`config.mk`:
```
export PLATFORM = sky130hd
export DESIGN_NAME = vga_capture
export DESIGN_NICKNAME = d
export VERILOG_FILES = /design/src/rtl/vga_capture.sv
export SDC_FILE = /design/constraint.sdc
export NUM_CORES = 1
export LEC_CHECK = 0
export BUFFER_PORTS_ARGS = -buffer_cell sky130_fd_sc_hd__buf_2
export CAP_MARGIN = 10
export CORE_UTILIZATION = 55
export CTS_BUF_LIST = sky130_fd_sc_hd__clkbuf_8
export DETAILED_ROUTE_END_ITERATION = 16
export GPL_ROUTABILITY_DRIVEN = 0
export PLACE_DENSITY_LB_ADDON = 0.25
export SETUP_SLACK_MARGIN = 0.1
export SYNTH_ARGS = -nofsm -noshare
export SYNTH_HDL_FRONTEND = slang
export SYNTH_SLANG_ARGS = --single-unit
```
`constraint.sdc`:
```
create_clock -name iCLK -period 4.3 [get_ports iCLK]
set_input_delay 1.075 -clock iCLK [delete_from_list [all_inputs] [get_ports iCLK]]
set_output_delay 1.075 -clock iCLK [all_outputs]
set_load 0.01 [all_outputs]
```
`src/rtl/vga_capture.sv`:
```
// vga_capture: receive side of the VGA timing generator.
// Registers an incoming VGA stream (HS, VS, BLANK, 4:4:4 RGB), recovers the
// pixel X/Y and the linear frame-buffer address, verifies line/period/frame
// timing, and once a clean frame has been seen emits one write strobe per
// visible pixel.
//
// Ports:
//   iCLK, iRST            pixel clock, asynchronous active-high reset
//   iVGA_HS, iVGA_VS      syncs, active low
//   iVGA_BLANK            high = visible pixel
//   iVGA_R/G/B            pixel colour
//   oRed/oGreen/oBlue     registered colour, valid with oWrite
//   oCurrent_X/Y          coordinates of the pixel on the output stage
//   oAddress              oCurrent_Y*H_ACT + oCurrent_X
//   oWrite                one strobe per captured pixel
//   oFrameStart           pulse per VS falling edge
//   oLocked               stream verified, captures enabled
//   oError                pulse on a timing violation while locked
module vga_capture #(
  parameter int unsigned H_ACT   = 640,
  parameter int unsigned V_ACT   = 480,
  parameter int unsigned H_TOTAL = 800
) (
  input  logic        iCLK,
  input  logic        iRST,
  input  logic        iVGA_HS,
  input  logic        iVGA_VS,
  input  logic        iVGA_BLANK,
  input  logic [3:0]  iVGA_R,
  input  logic [3:0]  iVGA_G,
  input  logic [3:0]  iVGA_B,
  output logic [3:0]  oRed,
  output logic [3:0]  oGreen,
  output logic [3:0]  oBlue,
  output logic [9:0]  oCurrent_X,
  output logic [9:0]  oCurrent_Y,
  output logic [21:0] oAddress,
  output logic        oWrite,
  output logic        oFrameStart,
  output logic        oLocked,
  output logic        oError
);

  localparam logic [9:0]  H_ACT_C   = 10'(H_ACT);
  localparam logic [9:0]  V_ACT_C   = 10'(V_ACT);
  localparam logic [11:0] H_TOTAL_C = 12'(H_TOTAL);

  typedef enum logic [1:0] {SEARCH, MEASURE, LOCKED} state_t;

  // stage 1 and its previous value for edge detection
  logic        hs1_q, vs1_q, bl1_q, hsp_q, vsp_q, blp_q;
  logic [11:0] rgb1_q;

  logic [9:0]  pix_q, pix_d, pix_base, line_q, line_d, line_inc;
  logic        over_q, over_d, over_base;
  logic [10:0] per_q, per_d;
  logic [11:0] per_len;
  logic        first_q, first_d, fok_q, fok_d;
  state_t      state_q, state_d;

  logic        hs_fall, vs_fall, bl_rise, bl_fall;
  logic        line_bad, per_bad, frame_bad;
  logic        err_d, wr_d;
  logic [9:0]  x_d, y_d;
  logic [21:0] addr_d;
  logic [11:0] rgb_d;

  always_comb begin
    hs_fall = hsp_q & ~hs1_q;
    vs_fall = vsp_q & ~vs1_q;
    bl_rise = ~blp_q & bl1_q;
    bl_fall = blp_q & ~bl1_q;

    // the line-start sample sees a cleared counter, so its X is 0
    pix_base  = bl_rise ? '0 : pix_q;
    over_base = bl_rise ? 1'b0 : over_q;
    pix_d     = pix_base;
    over_d    = over_base;
    if (bl1_q) begin
      if (pix_base == H_ACT_C) over_d = 1'b1;
      else                     pix_d  = pix_base + 10'd1;
    end

    line_inc = (bl_fall && line_q != '1) ? line_q + 10'd1 : line_q;
    line_d   = vs_fall ? '0 : line_inc;

    per_d   = hs_fall ? '0 : ((per_q == '1) ? per_q : per_q + 11'd1);
    per_len = {1'b0, per_q} + 12'd1;

    line_bad = bl_fall && ((pix_q != H_ACT_C) || over_q);
    // an HS fall coinciding with VS fall counts as the first one of the frame
    per_bad  = hs_fall && !first_q && !vs_fall && (per_len != H_TOTAL_C);
    // line_inc folds in a BLANK fall landing on the same sample as VS fall
    frame_bad = vs_fall && ((line_inc != V_ACT_C) || !fok_q || line_bad || per_bad);

    if (vs_fall)      first_d = !hs_fall;
    else if (hs_fall) first_d = 1'b0;
    else              first_d = first_q;

    if (vs_fall)                   fok_d = 1'b1;
    else if (line_bad || per_bad)  fok_d = 1'b0;
    else                           fok_d = fok_q;

    state_d = state_q;
    err_d   = 1'b0;
    unique case (state_q)
      SEARCH:  if (vs_fall) state_d = MEASURE;
      MEASURE: if (vs_fall && !frame_bad) state_d = LOCKED;
      LOCKED: begin
        if (line_bad || per_bad || frame_bad) begin
          err_d   = 1'b1;
          state_d = MEASURE;
        end
      end
      default: state_d = SEARCH;
    endcase

    wr_d = bl1_q && (state_q == LOCKED) && !err_d &&
           (pix_base < H_ACT_C) && (line_q < V_ACT_C);

    x_d    = wr_d ? pix_base : oCurrent_X;
    y_d    = wr_d ? line_q   : oCurrent_Y;
    addr_d = wr_d ? (22'(line_q) * 22'(H_ACT) + 22'(pix_base)) : oAddress;
    rgb_d  = wr_d ? rgb1_q : {oRed, oGreen, oBlue};
  end

  always_ff @(posedge iCLK or posedge iRST) begin
    if (iRST) begin
      hs1_q       <= 1'b0;
      vs1_q       <= 1'b0;
      bl1_q       <= 1'b0;
      hsp_q       <= 1'b0;
      vsp_q       <= 1'b0;
      blp_q       <= 1'b0;
      rgb1_q      <= '0;
      pix_q       <= '0;
      over_q      <= 1'b0;
      line_q      <= '0;
      per_q       <= '0;
      first_q     <= 1'b0;
      fok_q       <= 1'b0;
      state_q     <= SEARCH;
      oWrite      <= 1'b0;
      oFrameStart <= 1'b0;
      oError      <= 1'b0;
      oLocked     <= 1'b0;
      oCurrent_X  <= '0;
      oCurrent_Y  <= '0;
      oAddress    <= '0;
      oRed        <= '0;
      oGreen      <= '0;
      oBlue       <= '0;
    end else begin
      hs1_q       <= iVGA_HS;
      vs1_q       <= iVGA_VS;
      bl1_q       <= iVGA_BLANK;
      hsp_q       <= hs1_q;
      vsp_q       <= vs1_q;
      blp_q       <= bl1_q;
      rgb1_q      <= {iVGA_R, iVGA_G, iVGA_B};
      pix_q       <= pix_d;
      over_q      <= over_d;
      line_q      <= line_d;
      per_q       <= per_d;
      first_q     <= first_d;
      fok_q       <= fok_d;
      state_q     <= state_d;
      oWrite      <= wr_d;
      oFrameStart <= vs_fall;
      oError      <= err_d;
      oLocked     <= (state_d == LOCKED);
      oCurrent_X  <= x_d;
      oCurrent_Y  <= y_d;
      oAddress    <= addr_d;
      {oRed, oGreen, oBlue} <= rgb_d;
    end
  end

endmodule
```
==> impl_metrics.ini <==
[drt]
drt_iter0_drc = 187
drc = 8
viasPerCell = 5.57
vias = 3439
avgRoutedWirePerCell_um = 14.7
wl_um = 9060
ant_nets = 0
dr.pass1.iters = 11

[floorplan]
row_count = 34
die_h_um = 98.3
die_w_um = 98.3
start_util_pct = 57.6
io_pins = 75
core_area_um2 = 8850
die_area_um2 = 9660

[global_routing]
grt_pass1_wl_um = 15800
grtUsageTotal_pct = 20.8
grt_pass1_vias = 3416
grt_start_max_net_pins = 82
grt_overflow = 0
antenna_found_initial = 0

[layout]
nFillCells = 700
finalNetCount = 546
syn2layout_area_growth_pct = 11.7
drive_above_1_share_pct = 24.0
antenna_cells = 0

[timing]
hold_viol = 0
fin_tns_setup_ns = 0
fin_crit_sh_pct = 82.6
min_period_ns = 3.55
report.final.slew_viol_count = 0
worst_slew_pin_slew_ns = 0.957
setup_viol = 0
setup_ws_ns = 0.750
relSlewSlack_pct = 36.2
grt_setup_unrepaired = false
max_freq_ghz = 0.282
finClkSkew_ns = 0.0148

[cts]
postCtsResizedCells = 0
tritoncts = built
hold_buffers = 0
clock-sinks = 104
cts.root.buffer_cell = clkbuf_8
clk_latency_ns = 0.38
postCtsSetupBuffers = 0
clkTransAtPathRegs_ns = 0.11
htreeDepth = 3
clk_path_buf_depth = 2
numCtsBuffers = 9

[synth]
synth_edf_count = 0
mappedNetlistNets = 482
synth.yosys.seq_area_share_pct = 51.1
synthArstFlopShare_pct = 100
syn-instance-count = 440
yosysWarnings = 0
syn_area_per_cell_um2 = 11.6
synth_cell_types = 54
netlist_area_um2 = 5100
synth-seq-cells = 104
synth_ff_type = dfrtp_1

[worst_setup_path]
path_cells = ha_1 > and4_4 > a31oi_4 > nand4_2 > xor2_1 > o41a_1 > a311oi_2 > and4_2 > buf_4 > mux2_2
required_ns = 4.58
worstReg2RegStart = line_q[1]
critPathSlowestCell = dfrtp_1
start_kind = flop
critPathLaunch = line_q[1]
critPathKind = reg2reg
cp_max_fo = 13
end_kind = flop
critical_path.top_delay_family = simple AND/OR/NAND/NOR gates
critPathBufInv = 1
cpPeakStageDelay_ns = 0.52
cp.arrival_ns = 3.83

[place]
pre_cts_ws_ns = 0.737
io_buffers = 73
dp_hpwl_um = 6410

[power_and_ir_drop]
p_per_area_nw_per_um2 = 371
ir_drop_v = 0.000239
leakagePower_nw = 2.89

[hold_path]
hold_path.class = reg2reg
min_from = hs1_q

[flow_run]
drv_cap = 0

[status]
status = complete, but fails checks
violations = design-rule violations
per-stage QoR:
stage / instances / hold WS (ns) / area, um^2 / power, mW / util [%]
5_1_grt: 617 / 0.403 / 5690 / 2.23 / 64.4
6_report: 617 / 0.389 / 5690 / 2.11 / 64.4
3_3_place_gp: 601 / 0.365 / 5480 / 1.46 / 61.9
3_5_place_dp: 601 / 0.362 / 5480 / 1.48 / 61.9
2_1_floorplan: 440 / 0.354 / 5100 / 1.37 / -
4_1_cts: 617 / 0.396 / 5690 / 2.14 / 64.4
cell type report:
cell class / count / area (um^2) / share of cell area, %
Multi-Input combinational cell: 290 / 2240 / 39.4
Sequential cell: 104 / 2600 / 45.7
Clock buffer: 9 / 124 / 2.18
Timing Repair Buffer: 78 / 415 / 7.30
Clock inverter: 7 / 93.8 / 1.65
Tap cell: 108 / 135 / 2.37
Inverter: 21 / 81.3 / 1.43
registers in the layout (all words and copies together) (netlist names), 2 cells and up:
signal	cells
oAddress	14
rgb1_q	12
per_q	11
line_q	10
oCurrent_X	10
oCurrent_Y	10
pix_q	10
oBlue	4
oGreen	4
oRed	4
state_q	2
cell usage after synthesis (all sizes together) (2+ instances only):
| master | instances | area [um^2] |
|---|---|---|
| mux2 | 37 | 417 |
| or3 | 4 | 25.0 |
| ha | 23 | 288 |
| and3 | 5 | 31.3 |
| a31o | 3 | 26.3 |
| xor2 | 23 | 201 |
| xnor2 | 15 | 131 |
| buf | 15 | 136 |
| nand2 | 23 | 86.3 |
| o21bai | 4 | 30.0 |
| a21oi | 16 | 80.1 |
| a31oi | 6 | 52.6 |
| nor2 | 24 | 90.1 |
| nand3 | 12 | 60.1 |
| fa | 2 | 40.0 |
| nor2b | 9 | 56.3 |
| nand4b | 3 | 26.3 |
| o21ai | 13 | 65.1 |
| inv | 21 | 78.8 |
| nor3b | 3 | 22.5 |
| mux2i | 10 | 100 |
| nor4b | 4 | 35.0 |
| or4 | 3 | 22.5 |
| a211oi | 4 | 30.0 |
| and2 | 5 | 31.3 |
| dfrtp | 104 | 2600 |
| nand4 | 9 | 62.6 |
| nor3 | 7 | 35.0 |
| clkbuf | 10 | 37.5 |
| nand2b | 3 | 18.8 |
| and4 | 4 | 40.0 |
| a21boi | 2 | 15.0 |
logic make-up (layout without fill, tap and decap cells):
kind of cell / Yosys count / count (layout) / share of synthesized area (%)
other: 1 / 1 / 0.0736
AND/OR/NAND/NOR: 123 / 123 / 13.4
XOR/XNOR: 38 / 38 / 6.53
flip-flops: 104 / 104 / 51.1
multiplexers: 47 / 47 / 10.1
buffers and inverters: 46 / 115 / 4.96
AO/OA/AOI/OAI: 56 / 56 / 7.37
adder cells (fa/ha/maj): 25 / 25 / 6.43
final timing paths:
path	end	slack, ns	cells after the start
max	oCurrent_Y[3]	0.75	10
max reg2reg	oCurrent_Y[3]	0.75	10
min	hsp_q	0.39	0
min reg2reg	hsp_q	0.39	0
min in group asynchronous	oBlue[1]	0.90	2
max in group asynchronous	oAddress[10]	2.55	3
where the power goes:
group / internal, mW / switching [mW]
Sequential: 1.07 / 0.0794
Combinational: 0.142 / 0.166
Clock: 0.286 / 0.366
Total: 1.50 / 0.612
per-layer routing:
| layer | global-route usage, % | routed length, um |
|---|---|---|
| met1 | 26.6 | 4110 |
| met4 | 6.43 | 104 |
| met5 | 0 | 0 |
| met3 | 6.23 | 422 |
| met2 | 34.1 | 4420 |
cell usage in the layout, fill, tap and decap left out, types with 7 or more instances in the layout:
master    synthesis  final
a21oi_1          16     16
buf_2             1     73
clkbuf_8          0      9
dfrtp_1         104    104
ha_1             23     23
inv_1            21     20
mux2_1           20     20
mux2_2           17     17
mux2i_1          10     10
nand2_1          23     23
nand3_1          12     12
nand4_1           8      8
nor2_1           24     24
nor2b_1           9      9
nor3_1            7      7
o21ai_0          13     13
xnor2_1          15     15
xor2_1           23     23
No activity file was read; power rests on OpenSTA's default activity.
